File: config.mk
export PLATFORM = sky130hd
export DESIGN_NAME = dcache_wb_master
export DESIGN_NICKNAME = d
export VERILOG_FILES = /design/src/rtl/dcache_wb_master.sv
export SDC_FILE = /design/constraint.sdc
export NUM_CORES = 1
export LEC_CHECK = 0
export ABC_AREA = 1
export BUFFER_PORTS_ARGS = -buffer_cell sky130_fd_sc_hd__buf_2
export CORE_MARGIN = 8
export CORE_UTILIZATION = 52
export CTS_BUF_LIST = sky130_fd_sc_hd__clkbuf_16
export DETAILED_ROUTE_END_ITERATION = 10
export GPL_ROUTABILITY_DRIVEN = 1
export PLACE_DENSITY_LB_ADDON = 0.2
export SLEW_MARGIN = 5
export SYNTH_ARGS = -nofsm -noshare
export SYNTH_HDL_FRONTEND = slang
export SYNTH_SLANG_ARGS = --single-unit
File: constraint.sdc
create_clock -name clk -period 4.4 [get_ports clk]
set_input_delay 0 -clock clk [delete_from_list [all_inputs] [get_ports clk]]
set_output_delay 0 -clock clk [all_outputs]
set_load 0.01 [all_outputs]
File: src/rtl/dcache_wb_master.sv
`default_nettype none
// ============================================================================
// Module      : dcache_wb_master
// Description : Single-outstanding Wishbone B4 classic master for D-cache
//               MSHR fills and evictions, with bus error / timeout abort.
// Revision    : 1.0 - initial release
// ============================================================================
module dcache_wb_master #(
    parameter int TIMEOUT = 256
) (
    input  logic        clk,
    input  logic        rst_n,
    input  logic        req_i,
    input  logic        we_i,
    input  logic [31:0] addr_i,
    input  logic [31:0] wdata_i,
    output logic [31:0] rdata_o,
    output logic        valid_o,
    output logic        err_o,
    output logic        busy_o,
    output logic        wb_cyc_o,
    output logic        wb_stb_o,
    output logic        wb_we_o,
    output logic [31:0] wb_adr_o,
    output logic [31:0] wb_dat_o,
    output logic [3:0]  wb_sel_o,
    input  logic [31:0] wb_dat_i,
    input  logic        wb_ack_i,
    input  logic        wb_err_i
);

    localparam logic [0:0]  S_IDLE    = 1'b0;
    localparam logic [0:0]  S_BUS     = 1'b1;
    localparam logic [15:0] C_TO_LAST = 16'(TIMEOUT - 1);

    logic [0:0]  state_q, state_d;
    logic [15:0] cnt_q, cnt_d;
    logic        valid_q, valid_d;
    logic        err_q, err_d;
    logic [31:0] rdata_q, rdata_d;
    logic        cyc_q, cyc_d;
    logic        stb_q, stb_d;
    logic        we_q, we_d;
    logic [31:0] adr_q, adr_d;
    logic [31:0] dat_q, dat_d;
    logic [3:0]  sel_q, sel_d;

    logic w_timeout;
    logic w_done;
    logic w_unused_addr_lsb;

    // Byte offset within the word is deliberately dropped.
    assign w_unused_addr_lsb = ^addr_i[1:0];

    assign w_timeout = (state_q == S_BUS) && !wb_ack_i && !wb_err_i && (cnt_q == C_TO_LAST);
    assign w_done    = (state_q == S_BUS) && (wb_ack_i || wb_err_i || w_timeout);

    always_ff @(posedge clk or negedge rst_n) begin
        if (!rst_n) begin
            state_q <= S_IDLE;
            cnt_q   <= '0;
            valid_q <= 1'b0;
            err_q   <= 1'b0;
            rdata_q <= '0;
            cyc_q   <= 1'b0;
            stb_q   <= 1'b0;
            we_q    <= 1'b0;
            adr_q   <= '0;
            dat_q   <= '0;
            sel_q   <= '0;
        end else begin
            state_q <= state_d;
            cnt_q   <= cnt_d;
            valid_q <= valid_d;
            err_q   <= err_d;
            rdata_q <= rdata_d;
            cyc_q   <= cyc_d;
            stb_q   <= stb_d;
            we_q    <= we_d;
            adr_q   <= adr_d;
            dat_q   <= dat_d;
            sel_q   <= sel_d;
        end
    end

    always_comb begin
        state_d = state_q;
        case (state_q)
            S_IDLE:  if (req_i)  state_d = S_BUS;
            S_BUS:   if (w_done) state_d = S_IDLE;
            default: state_d = S_IDLE;
        endcase
    end

    always_comb begin
        cnt_d   = cnt_q;
        valid_d = 1'b0;
        err_d   = 1'b0;
        rdata_d = rdata_q;
        cyc_d   = cyc_q;
        stb_d   = stb_q;
        we_d    = we_q;
        adr_d   = adr_q;
        dat_d   = dat_q;
        sel_d   = sel_q;
        if (state_q == S_IDLE) begin
            if (req_i) begin
                cnt_d = '0;
                cyc_d = 1'b1;
                stb_d = 1'b1;
                we_d  = we_i;
                adr_d = {addr_i[31:2], 2'b00};
                dat_d = we_i ? wdata_i : 32'h0;
                sel_d = 4'hF;
            end
        end else if (w_done) begin
            // Error beats ack; only a clean read ack returns bus data.
            cyc_d   = 1'b0;
            stb_d   = 1'b0;
            we_d    = 1'b0;
            valid_d = 1'b1;
            err_d   = wb_err_i || w_timeout;
            rdata_d = (!wb_err_i && !w_timeout && !we_q) ? wb_dat_i : 32'h0;
        end else begin
            cnt_d = cnt_q + 16'd1;
        end
    end

    assign busy_o   = (state_q != S_IDLE);
    assign rdata_o  = rdata_q;
    assign valid_o  = valid_q;
    assign err_o    = err_q;
    assign wb_cyc_o = cyc_q;
    assign wb_stb_o = stb_q;
    assign wb_we_o  = we_q;
    assign wb_adr_o = adr_q;
    assign wb_dat_o = dat_q;
    assign wb_sel_o = sel_q;

endmodule
`default_nettype wire

=== After elaboration in Yosys (flattened, before gate mapping) ===
Index checks and enable logic that the tools add are counted.

* Magnitude comparators: 0
* Equality and inequality tests: 3
* Multiplexer cells: 17
* Add/subtract/negate cells: 1
* Div/mod/pow operators: 0
* Reduce and logical (&&, ||, !) cells: 18
* Bitwise gates (word level): 1
* Shift operators: 0
* Multipliers: 0

{| class="wikitable"
|+ Operator list
! cell !! count
|-
| $mux 32 || 2
|-
| $mux 16 || 3
|-
| $add 16x1->16 const B || 1
|-
| $eq 16x8->1 const B || 1
|-
| $mux 1 || 11
|-
| $reduce_and 2->1 || 4
|-
| $logic_and 1x1->1 || 6
|-
| $logic_not 1->1 || 4
|-
| $logic_or 1x1->1 || 3
|-
| $ne 2x1->1 const B || 1
|-
| $ne 2x2->1 const B || 1
|-
| $pmux 1 s2 || 1
|-
| $reduce_bool 2->1 || 1
|-
| $not 1->1 || 1
|}

* Output and inout bits: 106
* Bits in read-only memories: 0
* Register bits: 116
* Memories: 0
* Logic and storage cells: 50
* Bits in latches: 0
* Bits in writable memories: 0
* Input bits: 102

=== Depth between registers and ports, before layout ===
Gate-level depths: netlist (run 1).

* Word-level depth: 8
* Depth in mapped cells: 10
* Depth with buffers taken out: 9

=== Least setup slack after synthesis (run 1) ===
Ideal clock, no wire load.

* Kind: reg-to-reg
* Start: register cnt_q[0]
* End: register rdata_q[0] (netlist: rdata_o[0])
* Library setup time: 0.132 ns
* Buffers on the path: 1
* Data arrival time: 1.372 ns
* Stages on the path, launching flop included: 10
* Clock period less this slack: 1.503 ns
* Slack: 2.897 ns
* Data required time: 4.268 ns
* Cells stage by stage: dfrtp_1 -> ha_1 -> nand3_4 -> nor2_4 -> nand3_2 -> nand2_2 -> nand2_4 -> buf_6 -> nand2_2 -> o21ai_1

* Cells in the longest elaborated chain, start to end: 6
* Elaborated cells on any way between the ends: 9
* Those cells by class: 1 x eq/ne; 1 x mux; 7 x reduce/logical

{| class="wikitable"
|+ RTL lines
! item !! RTL line !! source
|-
| from (decl) || 37 || <nowiki>logic [15:0] cnt_q, cnt_d;</nowiki>
|-
| from (signal assigned) || 73 || <nowiki>cnt_q <= cnt_d;</nowiki>
|-
| $eq 16x8->1 * || 55 || <nowiki>assign w_timeout = (state_q == S_BUS) && !wb_ack_i && !wb_err_i && (cnt_q == C_TO_LAST);</nowiki>
|-
| $logic_and 1x1->1 * || 55 ||
|-
| $logic_not 1->1 || 123 || <nowiki>rdata_d = (!wb_err_i && !w_timeout && !we_q) ? wb_dat_i : 32'h0;</nowiki>
|-
| $logic_and 1x1->1 (2 in series) || 123 ||
|-
| $mux 32 || 123 ||
|-
| to (signal assigned) || 76 || <nowiki>rdata_q <= rdata_d;</nowiki>
|-
| to (decl) || 40 || <nowiki>logic [31:0] rdata_q, rdata_d;</nowiki>
|}

Mark *: on every way between the ends. The rest lies on a longest branch, timed or not.
A chain may end at the register's enable or synchronous reset.

=== Final worst setup path (run 1) ===
* Start: register state_q (netlist: busy_o)
* End: register, netlist name wb_sel_o[0]

* Cells in the longest elaborated chain, start to end: 2

{| class="wikitable"
|+ RTL lines
! item !! RTL line !! source
|-
| from (decl) || 36 || <nowiki>logic [0:0] state_q, state_d;</nowiki>
|-
| from (signal assigned) || 72 || <nowiki>state_q <= state_d;</nowiki>
|-
| $not 1->1 (no source line) || - ||
|-
| $reduce_and 2->1 (no source line) || - ||
|}

No other way between the ends.

==> results of run 1 <==
==> logic make-up (layout without fill, tap and decap cells) <==
group / count (synthesis) / count (layout) / share of synthesized area (%)
simple gates: 317 / 317 / 26.4
flops: 116 / 116 / 57.5
buf+inv: 87 / 388 / 7.84
compound gates: 65 / 65 / 6.52
xor+xnor: 8 / 8 / 1.39
fa+ha+maj: 1 / 1 / 0.248
other cells: 1 / 4 / 0.0743
==> worst paths after layout <==
check / endpoint / cells after the start / start
max in group asynchronous: wb_dat_o[2]$_DFFE_PN0P_ / 3 / rst_n
min in group asynchronous: wb_dat_o[11]$_DFFE_PN0P_ / 2 / rst_n
worst min-delay path: wb_dat_o[31]$_DFFE_PN0P_ / 3 / we_i
worst max register to register: wb_sel_o[0]$_DFFE_PN0P_ / 4 / busy_o$_DFF_PN0_
worst max-delay path: wb_sel_o[0]$_DFFE_PN0P_ / 4 / busy_o$_DFF_PN0_
worst min register to register: wb_dat_o[13]$_DFFE_PN0P_ / 2 / wb_dat_o[13]$_DFFE_PN0P_
==> cells in the mapped netlist (3+ instances only) <==
| cell type | n |
|---|---|
| dfrtp_1 | 116 |
| nor2_1 | 24 |
| nand3_1 | 23 |
| nand4_1 | 7 |
| inv_2 | 3 |
| nand2_2 | 13 |
| buf_6 | 4 |
| inv_1 | 50 |
| buf_2 | 10 |
| xor2_1 | 4 |
| buf_4 | 7 |
| xnor2_1 | 4 |
| o21ai_1 | 28 |
| o21ai_0 | 35 |
| nand2_1 | 242 |
| clkbuf_1 | 12 |
==> repair_timing <==
item                      CTS  global route
hold endpoints to repair  168             0
resized for setup           0             0
setup buffers               0             0
hold buffers               97             0
==> per-layer routing <==
layer	up-vias	share of wire (%)
met3	60	8.3
li1	2422	-
met2	243	50
met1	2385	37
met5	-	0
met4	0	4.7
==> sequential cells by signal, summed over array words and instances (netlist names) <==
name	cells
wb_adr_o	30
err_o	1
valid_o	1
busy_o	1
wb_dat_o	32
cnt_q	16
wb_stb_o	1
rdata_o	32
wb_we_o	1
wb_sel_o	1
==> cell type report <==
cell class | instances | area [sq um]
Multi-Input combinational cell | 393 | 1760
Clock buffer | 17 | 425
Antenna cell | 2 | 5.00
Clock inverter | 14 | 163
Inverter | 54 | 203
Tap cell | 133 | 166
Timing Repair Buffer | 303 | 2010
Sequential cell | 116 | 2900
Fill cell | 552 | 1960
==> worst register-to-register path: cells and delay by family (launching register included) <==
| kind | cells | cell delay [ps] |
|---|---|---|
| buffers and inverters | 2 | 900 |
| DFF | 1 | 490 |
| and+or+nand+nor | 2 | 720 |
==> power by group through the flow <==
stage	registers [mW]	clock network (mW)	logic, mW
final	1.27	1.36	0.558
after detailed placement	1.28	0	0.474
after global placement	1.27	0	0.461
after CTS	1.26	1.38	0.543
after floorplan	1.34	0	0.174
after global routing	1.29	1.43	0.613
==> qor.yml, run 1 <==
outcome:
  status: "finished, final reports clean"
clocking:
  cts_made_buffers: 17
  clk_pin_slew_ps: 50
  cts_tree: "built"
  clk_latency_ps: 410
  clock_tree.buffer_depth: 2
  clock_sink_count: 116
  clockRootBuffer: "clkbuf_16"
  cts_max_level: 4
pwr:
  seqPwrFrac_pct: 39.8
  p_int_mw: 2.31
  power_mw: 3.19
  ir_worst_vdd_v: 0.000300
  combinationalPowerShare_pct: 17.5
  clock_power_share_pct: 42.7
  p_sw_share_pct: 27.6
  p_sw_uw: 882
  leakage_nw: 4.21
  power_density_nw_per_um2: 418
synthesis:
  syn_inst: 595
  synth_top_cell_area_share_pct: 57.5
  yosysTopAreaCell: "dfrtp_1"
  yosysWarnings: 0
  syn_area_sq_um: 5040
  syn_area_per_cell_sq_um: 8.48
  ys.flop_type: "dfrtp_1"
  ys_top_cells_by_area: "dfrtp_1, nand2_1, inv_1"
  seq_area_frac_synth_pct: 57.5
  ys_types: 29
  synthArstFlopShare_pct: 100
  synth_edf_count: 0
  ys_seq_elements: 116
die:
  die_y_um: 114
  die_x_um: 114
  die-area_sq_um: 13100
  start_util_pct: 52.6
  core_sq_um: 9590
  ioPinCount: 208
  rows: 36
sta:
  rsz0062_at_grt: "no"
  slew_violations: 0
  period_share_pct: 50.9
  setup_tns_ps: 0
  slew-limit-headroom_pct: 32.0
  hold_ws_ps: 129
  fin_crit_ps: 2240
  worst_slew_pin_slew_ps: 1010
  skew_ps: 8.88
  final_hold_viol_count: 0
  setup_violations: 0
  setup_ws_ps: 2160
  fmax_mhz: 446
routing:
  antenna_left: 0
  drtPass1Iterations: 5
  wire_per_inst_um: 16.1
  drcViolationCount: 0
  vias: 5110
  dr.first_iter.drc_count: 402
  via_per_inst: 4.95
  wl_um: 16600
layout:
  final_core_util_pct: 79.6
  post-route-cell-area_sq_um: 7630
  final_common_cell: "nand2_1"
  drive_gt1_share_pct: 29.0
  fin_cells: 1032
  nets: 988
  areaGrowthSynthToFinish_pct: 51.3
  final_cell_mix: "nand2_1, buf_2, dfrtp_1, dlygate4sd3_1, inv_1"
grt:
  first_global_vias: 5561
  busiest_layer: "met2"
  overflow: 0
  use_met2_pct: 45.0
  met1_usage_pct: 28.5
  grt_max_degree: 112
  grt_usage_pct: 26.7
  antenna_found_initial: 2
  grt_use_met3_pct: 9.76
  grt_pass1_wl_um: 27400
setup_path:
  crit_path_start_kind: "register"
  crit_fanout: 34
  path_class: "register to register"
  required_ps: 4680
  crit_buf_inv: 2
  cp_slowest_cell: "clkinv_1"
  slowest_delay_ps: 760
  cp.arrival_ps: 2520
  worst_setup_path_end_kind: "register"
  cp_top_family: "buffers and inverters"
  regToRegSetupSlack_ps: 2160
  crit_chain: "inv_2 > nand2_4 > clkinv_1 > or2_2"
placed_design:
  io_buffer_count: 203
  preCtsSetupSlack_ps: 2190
  place_hpwl_um: 9560
  place.gp.congestion: 0.834
  dp_cells: 902
  dpl-instance-area_sq_um: 6070
run:
  drv_cap: 0
worst_hold_path:
  hp-class: "input pin to register"
(Power assumes the default switching activity.)
==> run 2: changes to the inputs <==
--- a/config.mk
+++ b/config.mk
@@ -8,7 +8,7 @@
 export ABC_AREA = 1
 export BUFFER_PORTS_ARGS = -buffer_cell sky130_fd_sc_hd__buf_2
 export CORE_MARGIN = 8
-export CORE_UTILIZATION = 52
+export CORE_UTILIZATION = 44
 export CTS_BUF_LIST = sky130_fd_sc_hd__clkbuf_16
 export DETAILED_ROUTE_END_ITERATION = 10
 export GPL_ROUTABILITY_DRIVEN = 1
==> constraint.sdc (replaced) <==
create_clock -name clk -period 1.9 [get_ports clk]
set_input_delay 0 -clock clk [delete_from_list [all_inputs] [get_ports clk]]
set_output_delay 0 -clock clk [all_outputs]
set_load 0.01 [all_outputs]
==> run 2 against run 1 <==
Compared with the run above:
- utilization decreased by 12 points
- highest routed layer unchanged
- sequential power increased by 130%
- power grew 120%
- final cell count is 1.1% higher
==> qor.yml, run 2 (synthesis results as in run 1) <==
outcome:
  status: "finished, final reports clean"
sta:
  hold_ws_ps: 24.7  # -104 ps
  skew_ps: 6.58  # -2.29 ps
  fin_crit_ps: 1800  # -441 ps
  final_hold_viol_count: 0  # unchanged
  setup_tns_ps: 0  # unchanged
  slew_violations: 0  # unchanged
  rsz0062_at_grt: "no"
  fmax_mhz: 556  # +24%
  setup_violations: 0  # unchanged
  worst_slew_pin_slew_ps: 593  # -420 ps
  slew-limit-headroom_pct: 60.4  # +28 points
  period_share_pct: 94.7  # +44 points
setup_path:
  regToRegSetupSlack_ps: 100  # -2060 ps
  crit_fanout: 4  # -88%
  required_ps: 2230  # -2450 ps
  crit_path_start_kind: "register"
  cp.arrival_ps: 2130  # -390 ps
  worst_setup_path_end_kind: "register"
  path_class: "register to register"
clocking:
  clk_latency_ps: 400  # about the same
  cts_tree: "built"
  cts_max_level: 4  # unchanged
  clock_tree.buffer_depth: 2  # unchanged
  cts_made_buffers: 17  # unchanged
  clockRootBuffer: "clkbuf_16"
  clk_pin_slew_ps: 50  # about the same
  clock_sink_count: 116  # unchanged
layout:
  final_cell_mix: "nand2_1, buf_2, dfrtp_1, dlygate4sd3_1, inv_1"
  areaGrowthSynthToFinish_pct: 51.2  # about the same
  post-route-cell-area_sq_um: 7630  # about the same
  nets: 994  # +0.61%
  fill_cells: 890  # +61%
  fin_cells: 1043  # +1.1%
  diodes: 0  # -2
  final_common_cell: "nand2_1"
  drive_gt1_share_pct: 28.8  # -0.21 points
routing:
  wl_um: 15400  # -7.2%
  wire_per_inst_um: 14.8  # -8.1%
  dr.first_iter.drc_count: 307  # -24%
  vias: 4930  # -3.5%
  drcViolationCount: 0  # unchanged
  antenna_left: 0  # unchanged
  drtPass1Iterations: 5  # unchanged
  via_per_inst: 4.73  # -4.5%
grt:
  antenna_found_initial: 0  # -2
  grt_max_degree: 74  # -34%
  grt_usage_pct: 20.6  # -6.1 points
  grt_pass1_wl_um: 24500  # -10%
  overflow: 0  # unchanged
  first_global_vias: 5124  # -7.9%
pwr:
  ir_worst_vdd_v: 0.000912  # +200%
  seqPwrFrac_pct: 42.2  # +2.4 points
  p_int_mw: 5.05  # +120%
  power_mw: 6.96  # +120%
  power_density_nw_per_um2: 912  # +120%
  p_sw_share_pct: 27.3  # -0.29 points
  combinationalPowerShare_pct: 18.4  # +0.9 points
  leakage_nw: 4.21  # +0.19%
  clock_power_share_pct: 39.3  # -3.4 points
  p_sw_mw: 1.90  # +120%
die:
  rows: 39  # +8.3%
  die_y_um: 123  # +7.5%
  core_sq_um: 11300  # +18%
  ioPinCount: 208  # unchanged
  die_x_um: 123  # +7.5%
  start_util_pct: 44.6  # -8.0 points
  die-area_sq_um: 15100  # +16%
placed_design:
  place_hpwl_um: 9760  # +2.0%
  dpl-instance-area_sq_um: 6150  # +1.2%
  dp_cells: 917  # +1.7%
  io_buffer_count: 203  # unchanged
  place.gp.congestion: 0.838  # +0.55%
worst_hold_path:
  hp-class: "input pin to register"
run:
  drv_cap: 0  # unchanged
[run 2: cell types whose count changed in the layout (fill, tap and decap cells not counted), sizes merged]
cell and delta:
clkinvlp -3, inv +2, diode -2, bufinv -2, buf +6
[run 2: area by class of cell]
type | instances | area [sq um] | area share [%]
flip-flops and latches | 116 | 2900 | 38.1
repair buffers | 309 | 2080 | 27.3
multi-input cells | 393 | 1760 | 23.1
clock buffers | 17 | 425 | 5.58
inverters | 54 | 203 | 2.66
well taps | 143 | 179 | 2.35
clock inverters | 11 | 76.3 | 1.00
[run 2: final timing paths]
check | from | end | cells after the start
max | cnt_q[1]$_DFFE_PN0P_ | err_o$_DFF_PN0_ | 6
min | req_i | wb_sel_o[0]$_DFFE_PN0P_ | 4
max reg2reg | cnt_q[1]$_DFFE_PN0P_ | err_o$_DFF_PN0_ | 6
min reg2reg | wb_adr_o[8]$_DFFE_PN0P_ | wb_adr_o[8]$_DFFE_PN0P_ | 2
max in group asynchronous | rst_n | rdata_o[8]$_DFFE_PN0P_ | 3
min in group asynchronous | rst_n | wb_dat_o[19]$_DFFE_PN0P_ | 2
[run 2: per-layer routing]
metal	vias up	GRT usage (%)	wire length [um]
met5	-	0	0
met4	0	7.30	325
met3	29	7.63	1200
met2	172	35.4	7880
met1	2310	23.1	6030
li1	2419	-	-
[run 2: what timing repair did]
action,4_1_cts,5_1_grt
buffers inserted,0,1
hold buffers,97,0
hold endpoints to repair,135,0
gates resized for setup,0,1
setup endpoints to repair,0,5
[run 2: worst max-delay path, cell delays in order (launching register included)]
cell	delay, ps
dfrtp_1	390
ha_2	250
nand3_4	110
nor2_4	170
nand3_2	100
dlygate4sd3_1	580
a21oi_1	120
[run 2: through the flow]
step | worst slack [ps] | util, %
2_1_floorplan | 397 | -
3_3_place_gp | 222 | 54.3
3_5_place_dp | 112 | 54.3
4_1_cts | 48.4 | 67.3
5_1_grt | 45.1 | 67.4
6_report | 101 | 67.4
[run 2: power groups by stage]
stage	registers (mW)	clock network [mW]	logic [mW]
5_1_grt	2.97	2.91	1.42
6_report	2.94	2.74	1.28
4_1_cts	2.93	2.80	1.27
3_5_place_dp	2.96	0	1.12
2_1_floorplan	3.10	0	0.403
3_3_place_gp	2.95	0	1.09
==> run 3: changes to the inputs <==
--- a/config.mk
+++ b/config.mk
@@ -7,6 +7,7 @@
 export LEC_CHECK = 0
 export ABC_AREA = 1
 export BUFFER_PORTS_ARGS = -buffer_cell sky130_fd_sc_hd__buf_2
+export CORE_ASPECT_RATIO = 1.4
 export CORE_MARGIN = 8
 export CORE_UTILIZATION = 44
 export CTS_BUF_LIST = sky130_fd_sc_hd__clkbuf_16
==> run 3 against run 2 <==
Compared with the run above:
- sequential power hardly changed
- clock-buffer cell count stayed put
- fmax is 1.1% higher
- routed wire length is 0.90% higher
- non-clock buffer count is 2 lower
- highest routed layer unchanged
- global-route usage is 0.24 points higher
==> qor.yml, run 3 (synthesis results as in run 1) <==
outcome:
  status: "finished, final reports clean"
clocking:
  clk_latency_ps: 410  # about the same
  clk_pin_slew_ps: 60  # about the same
  clockRootBuffer: "clkbuf_16"
  cts_max_level: 4  # unchanged
  cts_made_buffers: 17  # unchanged
  clock_sink_count: 116  # unchanged
  cts_tree: "built"
  clock_tree.buffer_depth: 2  # unchanged
pwr:
  seqPwrFrac_pct: 39.4  # -2.8 points
  leakage_nw: 4.25  # +0.94%
  ir_worst_vdd_v: 0.000917  # +0.60%
  combinationalPowerShare_pct: 17.1  # -1.3 points
  power_density_nw_per_um2: 963  # +5.7%
  p_sw_mw: 2.05  # +8.0%
  clock_power_share_pct: 43.4  # +4.1 points
  power_mw: 7.45  # +7.1%
  p_sw_share_pct: 27.5  # +0.22 points
  p_int_mw: 5.40  # +6.8%
placed_design:
  dp_cells: 917  # unchanged
  place_hpwl_um: 9810  # +0.49%
  place.gp.congestion: 0.862  # +2.8%
  io_buffer_count: 203  # unchanged
layout:
  final_common_cell: "nand2_1"
  fill_cells: 845  # -5.1%
  areaGrowthSynthToFinish_pct: 53.3
  final_cell_mix: "nand2_1, buf_2, dfrtp_1, dlygate4sd3_1, inv_1"
  fin_cells: 1047  # +0.38%
  nets: 992  # -0.20%
  drive_gt1_share_pct: 29.7  # +0.93 points
  final_core_util_pct: 68.6  # +1.2 points
sta:
  setup_violations: 0  # unchanged
  hold_ws_ps: 127  # +102 ps
  period_share_pct: 93.6  # -1.1 points
  final_hold_viol_count: 0  # unchanged
  slew-limit-headroom_pct: 56.6  # -3.9 points
  fin_crit_ps: 1780  # -20.2 ps
  skew_ps: 7.06  # +0.471 ps
  rsz0062_at_grt: "no"
  slew_violations: 0  # unchanged
  fmax_mhz: 562  # +1.1%
  worst_slew_pin_slew_ps: 651  # +57.8 ps
  setup_tns_ps: 0  # unchanged
setup_path:
  cp_slowest_cell: "dlygate4sd3_1"
  crit_fanout: 5  # +1
  cp.arrival_ps: 2110  # -20 ps
  crit_chain: "ha_2 > nand3_4 > nor2_4 > nand3_2 > dlygate4sd3_1 > a21oi_1"
  crit_path_start_kind: "register"
  worst_setup_path_end_kind: "register"
  slowest_delay_ps: 570  # about the same
  cp_top_family: "buffers and inverters"
  path_class: "register to register"
  crit_buf_inv: 1  # unchanged
  required_ps: 2230  # about the same
routing:
  antenna_left: 0  # unchanged
  vias: 4924  # -0.12%
  drcViolationCount: 0  # unchanged
  wire_per_inst_um: 14.9  # +0.52%
  via_per_inst: 4.70  # -0.50%
  drtPass1Iterations: 5  # unchanged
  dr.first_iter.drc_count: 296  # -3.6%
  wl_um: 15600  # +0.90%
grt:
  first_global_vias: 5204  # +1.6%
  antenna_found_initial: 0  # unchanged
  grt_pass1_wl_um: 25300  # +3.2%
  grt_max_degree: 74  # unchanged
  grt_usage_pct: 20.8  # +0.24 points
  overflow: 0  # unchanged
die:
  die_x_um: 106  # -13%
  start_util_pct: 44.7  # +0.16 points
  die-area_sq_um: 15200  # +0.32%
  die_y_um: 143  # +16%
  ioPinCount: 208  # unchanged
  rows: 46  # +18%
  core_sq_um: 11300  # -0.35%
run:
  drv_cap: 0  # unchanged
worst_hold_path:
  hp-class: "input pin to register"
## run 3: layout make-up
| cell class | count | area (sq um) | share of cell area (%) |
|---|---|---|---|
| diodes | 1 | 2.50 | 0.0324 |
| well taps | 144 | 180 | 2.33 |
| clock buffers | 17 | 425 | 5.50 |
| clock inverters | 15 | 180 | 2.33 |
| flip-flops and latches | 116 | 2900 | 37.5 |
| inverters | 54 | 203 | 2.62 |
| repair buffers | 307 | 2080 | 26.9 |
| multi-input cells | 393 | 1760 | 22.8 |
## run 3: metrics by stage
step	area, sq um	worst slack, ps
finish	7730	121
global route	7730	11.9
CTS	7730	47.0
detailed placement	6150	124
global placement	6150	202
floorplan	5050	397
## run 3: worst paths after layout
check                                               from                        to  slack [ps]  depth (start not counted)
min in group asynchronous                          rst_n  wb_dat_o[19]$_DFFE_PN0P_         190                          2
max in group asynchronous                          rst_n      cnt_q[0]$_DFFE_PN0P_        1040                          3
worst max register to register      cnt_q[0]$_DFFE_PN0P_           err_o$_DFF_PN0_         120                          6
worst max-delay path                cnt_q[0]$_DFFE_PN0P_           err_o$_DFF_PN0_         120                          6
worst min-delay path                                we_i  wb_dat_o[18]$_DFFE_PN0P_         130                          3
worst min register to register  wb_adr_o[28]$_DFFE_PN0P_  wb_adr_o[28]$_DFFE_PN0P_         470                          2
## run 3: what timing repair did
item	in CTS	in global routing
endpoints found under the hold margin	142	0
buffers inserted	0	0
endpoints found under the setup margin	0	28
hold buffers	97	0
resized for setup	0	2
## run 3: layer usage
layer  part of all wire [%]  track usage (%)  wire length (um)
met5                      0                0                 0
met3                    8.7             8.43              1350
met2                     50             34.9              7830
met1                     38             22.0              5880
met4                    3.3             10.6               513
## run 3: worst register-to-register path, cell delays in order, from the launching register on
cell and delay (ps):
dfrtp_2 400, ha_2 240, nand3_4 110, nor2_4 170, nand3_2 100, dlygate4sd3_1 570, a21oi_1 120
## run 3: power by group through the flow
stage / logic [mW] / clock network, mW / registers (mW)
4_1_cts: 1.28 / 3.30 / 2.93
3_5_place_dp: 1.12 / 0 / 2.96
3_3_place_gp: 1.09 / 0 / 2.95
2_1_floorplan: 0.403 / 0 / 3.10
6_report: 1.28 / 3.24 / 2.94
5_1_grt: 1.42 / 3.40 / 2.97
